<file path="src/rtl/seg7_pkg.sv">
// Shared constants for the clock display scanner.
// Segment patterns are {g,f,e,d,c,b,a}, active-low.
package seg7_pkg;

  typedef logic [1:0] dig_t;
  typedef logic [6:0] seg_t;

  localparam seg_t SEG_BLANK = 7'h7F;
  localparam seg_t SEG_DASH  = 7'h3F;

  // Index n holds the pattern for BCD digit n.
  localparam logic [9:0][6:0] SEG_DIGITS = {
    7'h10, 7'h00, 7'h78, 7'h02, 7'h12,
    7'h19, 7'h30, 7'h24, 7'h79, 7'h40
  };

  localparam logic [3:0] AN_OFF = 4'b1111;

  localparam dig_t DIG_SU = 2'd0;
  localparam dig_t DIG_ST = 2'd1;
  localparam dig_t DIG_MU = 2'd2;
  localparam dig_t DIG_MT = 2'd3;

endpackage

</file>
<file path="src/rtl/seg7_clock_scanner_if.sv">
// Display bundle: clock word and flags in, anode/segment/dp out.
// master drives bcd_in/turn/times_up, slave drives an/seg/dp.
interface seg7_clock_scanner_if;

  logic [15:0] bcd_in;
  logic        turn;
  logic        times_up;
  logic [3:0]  an;
  logic [6:0]  seg;
  logic        dp;

  modport master (
    output bcd_in, turn, times_up,
    input  an, seg, dp
  );

  modport slave (
    input  bcd_in, turn, times_up,
    output an, seg, dp
  );

endinterface

</file>
<file path="src/rtl/seg7_clock_scanner_bcd_to_seg7.sv">
// Nibble to seven-segment decoder, combinational.
// Ports: nib (BCD nibble) in, seg ({g..a}, active-low) out.
module bcd_to_seg7
  import seg7_pkg::*;
(
  input  logic [3:0] nib,
  output logic [6:0] seg
);

  // Non-BCD codes show a dash so corrupt input is visible.
  always_comb begin
    seg = SEG_DASH;
    if (nib <= 4'd9)
      seg = SEG_DIGITS[nib];
  end

endmodule

</file>
<file path="src/rtl/seg7_clock_scanner.sv">
// Scans an MM:SS BCD word onto a 4-digit common-anode display.
// Ports: clk, rst (async, active-high), bus (slave: bcd_in/turn/times_up in, an/seg/dp out).
module seg7_clock_scanner
  import seg7_pkg::*;
#(
  parameter int SCAN_DIV  = 100000,
  parameter int BLANK_CYC = 2000,
  parameter int BLINK_DIV = 25000000
) (
  input logic                 clk,
  input logic                 rst,
  seg7_clock_scanner_if.slave bus
);

  localparam int SW = (SCAN_DIV > 2) ? $clog2(SCAN_DIV) : 1;
  localparam int BW = (BLINK_DIV > 2) ? $clog2(BLINK_DIV) : 1;

  localparam logic [SW-1:0] SCAN_LAST = SW'(SCAN_DIV - 1);
  localparam logic [SW-1:0] BLANK_END = SW'(BLANK_CYC);
  localparam logic [BW-1:0] BLINK_LAST = BW'(BLINK_DIV - 1);

  logic [SW-1:0] scan_cnt;
  dig_t          dig_idx;
  logic [15:0]   snap;
  logic [BW-1:0] blink_cnt;
  logic          blink_on;

  logic          scan_wrap;
  logic [3:0]    nib;
  logic [6:0]    dec_seg;
  logic [3:0]    an_n;
  logic [6:0]    seg_n;
  logic          dp_n;
  logic          hide;

  assign scan_wrap = (scan_cnt == SCAN_LAST);

  always_ff @(posedge clk or posedge rst) begin
    if (rst) begin
      scan_cnt <= '0;
      dig_idx  <= DIG_SU;
      snap     <= 16'h0000;
    end else begin
      scan_cnt <= scan_wrap ? '0 : scan_cnt + 1'b1;
      if (scan_wrap) begin
        dig_idx <= dig_idx + 2'd1;
        // Latch a whole frame at once so digits never tear.
        if (dig_idx == DIG_MT)
          snap <= bus.bcd_in;
      end
    end
  end

  always_ff @(posedge clk or posedge rst) begin
    if (rst) begin
      blink_cnt <= '0;
      blink_on  <= 1'b1;
    end else if (!bus.times_up) begin
      blink_cnt <= '0;
      blink_on  <= 1'b1;
    end else if (blink_cnt == BLINK_LAST) begin
      blink_cnt <= '0;
      blink_on  <= ~blink_on;
    end else begin
      blink_cnt <= blink_cnt + 1'b1;
    end
  end

  always_comb begin
    nib = 4'h0;
    unique case (dig_idx)
      DIG_SU: nib = snap[3:0];
      DIG_ST: nib = snap[7:4];
      DIG_MU: nib = snap[11:8];
      DIG_MT: nib = snap[15:12];
    endcase
  end

  bcd_to_seg7 u_dec (
    .nib (nib),
    .seg (dec_seg)
  );

  always_comb begin
    seg_n = dec_seg;
    if (dig_idx == DIG_MT && snap[15:12] == 4'h0)
      seg_n = SEG_BLANK;

    dp_n = 1'b1;
    unique case (dig_idx)
      DIG_SU: dp_n = ~bus.turn;
      DIG_ST: dp_n = 1'b1;
      DIG_MU: dp_n = 1'b0;
      DIG_MT: dp_n = 1'b1;
    endcase

    // Gating on times_up lets scanning resume as soon as it drops.
    hide = (scan_cnt < BLANK_END) ||
           (bus.times_up && !blink_on);
    an_n = hide ? AN_OFF : ~(4'b0001 << dig_idx);
  end

  always_ff @(posedge clk or posedge rst) begin
    if (rst) begin
      bus.an  <= AN_OFF;
      bus.seg <= SEG_BLANK;
      bus.dp  <= 1'b1;
    end else begin
      bus.an  <= an_n;
      bus.seg <= seg_n;
      bus.dp  <= dp_n;
    end
  end

endmodule
</file>
<file path="src/flat_wrapper.sv">
// flat-port wrapper written by rule: the top's interface ports become plain ports
module seg7_clock_scanner_flat import seg7_pkg::*;
#(
  parameter int SCAN_DIV  = 100000,
  parameter int BLANK_CYC = 2000,
  parameter int BLINK_DIV = 25000000
)
  (clk, rst, bus_bcd_in, bus_turn, bus_times_up, bus_an, bus_seg, bus_dp);
  seg7_clock_scanner_if bus_i ();
  input logic clk;
  input logic rst;
  input wire logic [$bits(bus_i.bcd_in)-1:0] bus_bcd_in;
  input wire logic [$bits(bus_i.turn)-1:0] bus_turn;
  input wire logic [$bits(bus_i.times_up)-1:0] bus_times_up;
  output wire logic [$bits(bus_i.an)-1:0] bus_an;
  output wire logic [$bits(bus_i.seg)-1:0] bus_seg;
  output wire logic [$bits(bus_i.dp)-1:0] bus_dp;
  assign bus_i.bcd_in = bus_bcd_in;
  assign bus_i.turn = bus_turn;
  assign bus_i.times_up = bus_times_up;
  assign bus_an = bus_i.an;
  assign bus_seg = bus_i.seg;
  assign bus_dp = bus_i.dp;
  seg7_clock_scanner #(.SCAN_DIV(SCAN_DIV), .BLANK_CYC(BLANK_CYC), .BLINK_DIV(BLINK_DIV)) u_core (.clk(clk), .rst(rst), .bus(bus_i));
endmodule
</file>
<file path="config.mk">
export PLATFORM = sky130hd
export DESIGN_NAME = seg7_clock_scanner_flat
export DESIGN_NICKNAME = d
export VERILOG_FILES = /design/src/rtl/seg7_pkg.sv /design/src/rtl/seg7_clock_scanner_if.sv /design/src/rtl/seg7_clock_scanner_bcd_to_seg7.sv /design/src/rtl/seg7_clock_scanner.sv /design/src/flat_wrapper.sv
export SDC_FILE = /design/constraint.sdc
export NUM_CORES = 1
export LEC_CHECK = 0
export CORE_MARGIN = 4
export CORE_UTILIZATION = 62
export DETAILED_ROUTE_END_ITERATION = 10
export GPL_ROUTABILITY_DRIVEN = 0
export GPL_TIMING_DRIVEN = 0
export HOLD_SLACK_MARGIN = 0.05
export PLACE_DENSITY = 0.82
export SETUP_SLACK_MARGIN = 0.05
export SLEW_MARGIN = 20
export SYNTH_ARGS = -nofsm -noshare
export SYNTH_HDL_FRONTEND = slang
export SYNTH_SLANG_ARGS = --single-unit
</file>
<file path="constraint.sdc">
create_clock -name clk -period 5.6 [get_ports clk]
set_input_delay 1.12 -clock clk [delete_from_list [all_inputs] [get_ports clk]]
set_output_delay 1.12 -clock clk [all_outputs]
set_load 0.1 [all_outputs]
</file>
[Word-level counts from Yosys, hierarchy flattened]
Memories as Yosys holds them, arrays and structs flattened.
Index checks and enable logic that the tools add are counted.
Widths: inputs -> output; s select.
Operators by class
  add/subtract/negate cells: 3
  shift-type cells: 1
  eq/ne operators: 6
  reduce and logical (&&, ||, !) cells: 8
  bitwise gates (word level): 3
  muxes and demuxes: 11
  $lt $le $gt $ge: 3
Operators by type and width (number)
  $mux 25: 2
  $add 25x1->25 const B: 1
  $eq 25x25->1 const B: 1
  $mux 7: 3
  $add 17x1->17 const B: 1
  $eq 17x17->1 const B: 1
  $lt 17x11->1 const B: 1
  $mux 17: 1
  $pmux 4 s4: 1
  $lt 4x5->1 const B: 1
  $eq 2x2->1 const B: 2
  $le 4x4->1 const B: 1
  $logic_not 4->1: 1
  $mux 4: 1
  $not 4->4: 1
  $shl 1x2->4 const A: 1
  $pmux 1 s3: 1
  $add 2x1->2 const B: 1
  $eq 2x1->1 const B: 1
  $logic_and 1x1->1: 2
  $logic_not 2->1: 1
  $mux 1: 2
  $ne 2x1->1 const B: 1
  $not 1->1: 2
  4 further kinds: 4
Storage, ports and cells
  input port bits: 20
  bits in registers: 73
  ROM bits: 112
  output and inout bits: 12
  memories kept: 1
  word-level logic and storage cells: 44
Memory list
  (name not given): depth 16, width 7, read ports 1, clocked after Yosys merged registers in 0, write ports 0, RTL line seg7_clock_scanner_bcd_to_seg7.sv:14  | seg = SEG_DIGITS[nib];

[Longest topological paths before layout]
  word-level depth: 6
  depth in mapped cells: 8
  gate-level depth less buffers: 8

[Modules after synthesis]
A second synthesis with hierarchy kept.
Second synthesis, totals
  cell total of the unflattened synthesis: 330
  area, all modules: 3662.3 sq um
Modules (own cells, without submodules)
  seg7_clock_scanner: cells an instance 305, area an instance 3447.1 sq um, instances 1, seq. area each 1843.0 sq um
  bcd_to_seg7: cells an instance 25, area an instance 215.2 sq um, instances 1, seq. area each 0.0 sq um

[Worst setup path after synthesis]
No wires, ideal clock.
  kind: flip-flop to flip-flop
  start point: reg u_core.scan_cnt[0]
  end point: reg u_core.snap[0]
  stages on the path, launching flop included: 8
  required time: 5.475 ns
  period minus slack after synthesis: 2.011 ns
  library setup time: 0.125 ns
  data arrival time: 1.886 ns
  slack: 3.589 ns
  path buffers: 2
  cells stage by stage: dfrtp_1 ha_1 and4_1 buf_2 nand2_1 nor3_2 buf_4 mux2_2
On the way
  cells in the longest elaborated chain, start to end: 2
RTL lines
  start, declared: RTL line seg7_clock_scanner.sv:22  | logic [SW-1:0] scan_cnt;
  start signal, assigned: RTL line seg7_clock_scanner.sv:44  | scan_cnt <= scan_wrap ? '0 : scan_cnt + 1'b1;
  $eq 17x17->1: RTL line seg7_clock_scanner.sv:36  | assign scan_wrap = (scan_cnt == SCAN_LAST);
  $reduce_and 2->1 (no line)
  end signal, assigned: RTL line seg7_clock_scanner.sv:49  | snap <= bus.bcd_in;
  end, declared: RTL line seg7_clock_scanner.sv:24  | logic [15:0] snap;
No other way between the ends.
A chain may end at the register's enable or synchronous reset.

[Worst setup path after layout]
  start point: reg u_core.bus.dp
  end point: out bus_dp
RTL lines
  start, declared: RTL line seg7_clock_scanner_if.sv:19  | output an, seg, dp
  start signal, assigned: RTL line seg7_clock_scanner.sv:111  | bus.dp <= dp_n;
  end, declared: RTL line flat_wrapper.sv:17  | output wire logic [$bits(bus_i.dp)-1:0] bus_dp;
No word-level cell between the ends.

==> metrics.md <==
| Metric | Value |
|---|---|
| Outcome | completed |
| Die Width | 83.5 um |
| Clock share of power | 0.411 |
| Area Overhead vs Synth | 17.7% |
| CTS tree | done |
| DR vias/cell | 5.93 |
| # DRC | 0 |
| Most frequent cells in the layout | dfrtp_1 (60), clkdlybuf4s50_1 (31), nor2_1 (27) |
| Clock Sink Count | 73 |
| Post-Synthesis Cells | ~330 |
| Final wirelength | 6.95 mm |
| Cell variety after synth | 45 |
| FILL cells | 381 |
| Detailed-route wire length per cell | 15.6 um |
| Adder-cell share of the synthesized area | 0.0354 |
| Core footprint | 5510 sq um |
| CP max stage delay | 1.13 ns |
| Req. time, crit path | 4.48 ns |
| Boundary pin count | 32 |
| Final Hold Viols | 0 |
| Die area | 6980 sq um |
| Fmax | 321 MHz |
| Rel. slew slack | 0.344 |
| Slowest cell on the critical path | clkdlybuf4s50_1 |
| Tcrit/Tclk final | 0.557 |
| Min Tclk post-route | 3.12 ns |
| CP delay by family, top | buffers and inverters |
| Synthesized area | 3540 sq um |
| Critical path arrival | about 2 ns |
| Antenna-violating nets left | 0 |
| Setup violators final | 0 |
| Crit. End Element | output pin |
| H-tree lvl count | 3 |
| Multi-input logic area | ~1600 sq um |
| Post-Synth Simple-Gate Area | 0.185 |
| Die H | 83.5 um |
| Inserted Diodes | 0 |
| Post-CTS Resized | 0 |
| Crit path kind | reg2out |
| Insertion delay to the later sink of the worst-skew pair | 0.34 ns |
| Vias in the first global route | ~2600 |
| Share of layout cells above drive strength 1 | 0.174 |
| Slew Viols, Final | 0 |
| Rows | 27 |
| Crit-path cells | clkdlybuf4s50_1 |
| Yosys warnings | 0 |
| Sw Pwr | 215 uW |
| CP Launch Type | flip-flop |
| Fin nets | 399 |
| Worst vdd ir | ~0.00016 V |
| Cts bufs inserted | 9 |
| Slew @ Worst Pin | 0.981 ns |
| Sequential cell area fraction in the yosys report | 0.521 |
| HPWL Detailed | 4.93 mm |
| Sequential power share | 0.550 |
| Syn nets | 356 |
| Yosys top cell area share | 0.424 |
| RSZ-0062 raised after global routing | false |
| PD cells | around 230 nW/um^2 |
| Main area contributors after synthesis | dfrtp_1 (42%), dfstp_2 (9.7%), mux2_2 (6.4%) |
| Sw frac | 0.222 |
| Area occupied by registers | 1840 sq um |
| Buf+Inv Stages, Crit Path | 1 |
| Worst hold path type | reg2reg |
| Seq cells post-synth | 73 |
| Total grt overflow | 0 |
| Compound-Gate Fraction of Synth Area | 0.0877 |
| Setup TNS | 0 ns |
| Worst Path Max Fanout | 1 |
| Mux cell area share after synthesis | 0.0750 |
| P_int | around 750 uW |
| Clock Root Buffer | clkbuf_8 |
| Clk slew on worst S/H paths | 0.08 ns |
| P_leak | 0.00174 uW |
| Combinational family with the most area after synthesis | simple AND/OR/NAND/NOR gates |
| Hold_buf cts | 0 |
| Avg Cell Area, Syn | 10.9 sq um |
| DP Worst Slack | 2.83 ns |
| Cell accounting for the most synthesized area | dfrtp_1 |
| Vias post-DR | 2647 |
| Max_cap viols | 0 |
| All-Layer GR Usage | 0.220 |
| Initial core utilization | 0.642 |
| PortBufs | 31 |
| First-pass GRT wire length | 12.4 mm |
| Drt initial violations | 177 |
| Initial antenna violation count | 0 |
| Final worst slack | approximately 2.5 ns |
| Iteration count of the initial detailed-routing pass | 4 |
| Largest net degree at the start of global routing | 57 |
| Synth Area in XOR/XNOR | 0.0619 |
| Most common cell after layout, fill and taps aside | dfrtp_1 |
| Post-CTS Setup Inserts | 0 |
| Combinational share of power | 0.039 |
| Final Skew | 0.00584 ns |
| Max clock buf depth | 2 |
==> metal layers <==
metal,GRT usage,vias to the layer above,part of all wire
met4,0.0512,0,0.010
li1,-,1266,-
met2,0.376,59,0.51
met1,0.277,1316,0.43
met5,0,-,0
met3,0.0632,6,0.048
==> cell usage after synthesis, drive strengths merged <==
master,n
mux2i,4
or2,1
nand3,20
o21ai,9
o31ai,10
nor3,4
a222oi,4
nand2,20
nand4,12
mux2,20
inv,15
nor2b,1
o211a,1
nor2,27
dfstp,13
and4,5
a32oi,1
o2111ai,1
nand2b,1
nor4,6
xnor2,14
buf,8
a21o,1
or4,12
clkbuf,4
dfrtp,60
or3,7
nor4b,1
o211ai,1
or3b,1
a21oi,16
o221ai,1
a211oi,1
and2,2
ha,10
a21boi,1
xor2,11
==> through the flow <==
step / total power (uW) / hold WS [ns] / std cells / instance area (sq um) / utilization
floorplan: 558 / 0.448 / 326 / 3540 / -
global placement: 577 / 0.465 / 429 / 3940 / 0.715
detailed placement: 581 / 0.474 / 430 / 3970 / 0.721
CTS: 979 / 0.485 / 446 / 4160 / 0.756
global route: 1010 / 0.518 / 446 / 4160 / 0.756
finish: 967 / 0.484 / 446 / 4160 / 0.756
==> flip-flops by register name, indices dropped and copies added, names as in the netlist <==
register	flops
u_core.blink_cnt	25
u_core.scan_cnt	17
u_core.snap	16
u_core.bus.seg	7
u_core.bus.an	4
u_core.dig_idx	2
u_core.blink_on	1
u_core.bus.dp	1
==> path summary, 6_finish.rpt <==
path,cells past startpoint,startpoint,end,slack (ns)
min,1,u_core.scan_cnt[0],u_core.scan_cnt[0],0.48
min reg2reg,1,u_core.scan_cnt[0],u_core.scan_cnt[0],0.48
max in group asynchronous,3,rst,u_core.bus.seg[3],3.95
max,1,u_core.bus.dp,bus_dp,2.48
max reg2reg,8,u_core.dig_idx[0],u_core.bus.seg[3],3.22
min in group asynchronous,2,rst,u_core.blink_cnt[13],1.07
==> area by class of cell <==
type / count / share of cell area
well taps: 72 / 0.0216
flip-flops and latches: 73 / 0.443
plain buffers: 12 / 0.0150
clock buffers: 9 / 0.0298
repair buffers: 32 / 0.0812
clock inverters: 7 / 0.0171
inverters: 15 / 0.0141
multi-input cells: 226 / 0.378
==> cells by family (layout without fill, tap and decap cells) <==
logic type,count (synthesis),after routing
adder cells (fa/ha/maj),10,10
buffers and inverters,27,75
AND/OR/NAND/NOR,120,120
multiplexers,24,24
XOR/XNOR,25,25
flip-flops,73,73
AO/OA/AOI/OAI,47,47
==> power groups by stage <==
stage	Combinational [uW]	Sequential [uW]	Clock, uW
global placement	35.7	542	0
floorplan	13.7	544	0
finish	37.7	532	397
detailed placement	38.8	542	0
global route	41.9	532	437
CTS	39.0	532	408
No activity file was read; power rests on OpenSTA's default activity.
==> RTL edit: new RTL, config.mk and constraints unchanged <==
`BLINK_DIV` is set to 25000000 in 2 places; all go to 6250000.
--- a/src/rtl/seg7_clock_scanner.sv
+++ b/src/rtl/seg7_clock_scanner.sv
@@ -5,7 +5,7 @@
 #(
   parameter int SCAN_DIV  = 100000,
   parameter int BLANK_CYC = 2000,
-  parameter int BLINK_DIV = 25000000
+  parameter int BLINK_DIV = 6250000
 ) (
   input logic                 clk,
   input logic                 rst,
--- a/src/flat_wrapper.sv
+++ b/src/flat_wrapper.sv
@@ -3,7 +3,7 @@
 #(
   parameter int SCAN_DIV  = 100000,
   parameter int BLANK_CYC = 2000,
-  parameter int BLINK_DIV = 25000000
+  parameter int BLINK_DIV = 6250000
 )
   (clk, rst, bus_bcd_in, bus_turn, bus_times_up, bus_an, bus_seg, bus_dp);
   seg7_clock_scanner_if bus_i ();
Behaviour: same outputs for any inputs over 10 cycles, from zero or initial values and one cycle with rst high; that may be too few to reach the edited logic, so the function may still have changed.
==> RTL edit against the unedited design <==
- via count fell by 5.0%
- non-clock buffer count fell by 1
- clock power rose by 26%
- cell area fell by 1.4%
- setup slack got worse by 0.018 ns
- wire length fell by 2.2%
- register-to-register slack got worse by 0.03 ns
- largest cell class unchanged
- final cell count fell by 3.1%
- sequential cell count fell by 2
- worst hold slack got worse by 0.0022 ns
- highest routed layer unchanged
- power rose by 9.2%
- sequential power fell by 3%
- area after synthesis fell by 3.0%
==> RTL edit: results (changes against the unedited design) <==
The logs give 0.224 (+0.00417) for the overall track demand over capacity in global routing and 46 (+2.2%) for the distinct cell type count of the synthesized netlist. The cell count after placement is 416 (-3.3%). The fraction of synthesized cell area in xor and xnor cells works out to 0.0664 (+0.00445).

For the smallest hold slack, the log shows 0.482 ns (-0.00223 ns). The portion of netlist area occupied by mux cells is 0.0773 (+0.00230). The proportion of layout cells with a drive suffix above 1 is 0.160 (-0.0136).

The logs give 11.4 mm (-8.2%) for the first-pass GRT wire length and 432 (-3.1%) for the count of placed standard cells in the final layout, fillers left out. The sum of net half-perimeters after detailed placement was 4.80 mm (-2.6%). Share of the yosys chip area belonging to registers: 0.522 (+0.00137). The timing startpoint of the critical path is u_core.bus.seg[2].

Total routed wire length on the met1 layer: 3.19 mm (+7.5%). By area the synthesized netlist is led by dfrtp_1, dfstp_2, mux2_2. The worst endpoint data arrival time was 2.02 ns (+0.02 ns). The tools report the pin count of the biggest net entering global routing as 60 (+5.3%). Part of the total power dissipated in sequential elements: 0.490 (-0.060). The number of global-route vias before repair is 2387 (-8.9%). The run finished with clean final reports. The switching part of the total was 0.204 (-0.0176); the slack of the worst reg-to-reg path was 3.19 ns (-0.03 ns).

The post-placement cell area came out at 3860 sq um (-2.7%). The endpoint of the worst register-to-register path is u_core.bus.seg[1]. The number of cells produced by synthesis was 314 (-3.7%).

The logs give 2.84 ns (+0.0122 ns) for the pre-CTS setup slack and 387 (-3.0%) for the layout net count. The reported sequential group power was 0.517 mW (-3%); the peak supply drop was 0.000214 V (+32%). The met2 wirelength from detailed routing is 3.17 mm (-11%), and the static power due to leakage is 1.75 nW (+0.38%).

The number of vias in the routed layout is 2514 (-5.0%), and the compound-gate portion of the synthesized area is 0.0777 (-0.0101). The DRC violation total after the first TritonRoute iteration came out at 223 (+26%). In the final layout, the registers with the most flip-flops are u_core.blink_cnt x23, u_core.scan_cnt x17, u_core.snap x16.

The post-synthesis cell area came out at 3430 sq um (-3.0%). Final critical-path required period: 3.14 ns (+0.0184 ns). The worst setup path endpoint is bus_seg[2].

For hold timing, the worst endpoint is u_core.blink_cnt[0]. The count of filler cells inserted in the layout came out at 336 (-12%). Routed length on met3: 344 um (+2.1%). The synthesized net count is 344 (-3.4%), and the worst-case clock skew is 0.0116 ns (+0.00579 ns).
-- RTL edit: changes by cell type after synthesis, moves of 4 or more --
| cell | before | now |
|---|---|---|
| nand4_1 | 12 | 8 |
| o31ai_1 | 10 | 6 |
| nor3_1 | 3 | 7 |
| xnor2_1 | 14 | 18 |
-- RTL edit: kinds of logic (layout without fill, tap and decap cells) --
logic type	count (synthesis)	after routing
fa+ha+maj	10	10
mux	24	24
buf+inv	27	75
simple gates	115	115
xor+xnor	26	26
flops	71	71
compound gates	41	41
-- RTL edit: cell type report --
cell class                      count  area (sq um)  share of cell area
Clock inverter                      5           105              0.0256
Multi-Input combinational cell    216          1530               0.373
Buffer                             11          48.8              0.0119
Clock buffer                       11           141              0.0344
Tap cell                           70          87.6              0.0213
Timing Repair Buffer               32           338              0.0823
Sequential cell                    71          1790               0.437
Inverter                           16          62.6              0.0152
-- RTL edit: per-layer routing --
metal  GRT usage  up-vias
li1            -     1211
met1       0.301     1223
met2       0.348       70
met3      0.0662       10
met4      0.0731        0
met5           0        -
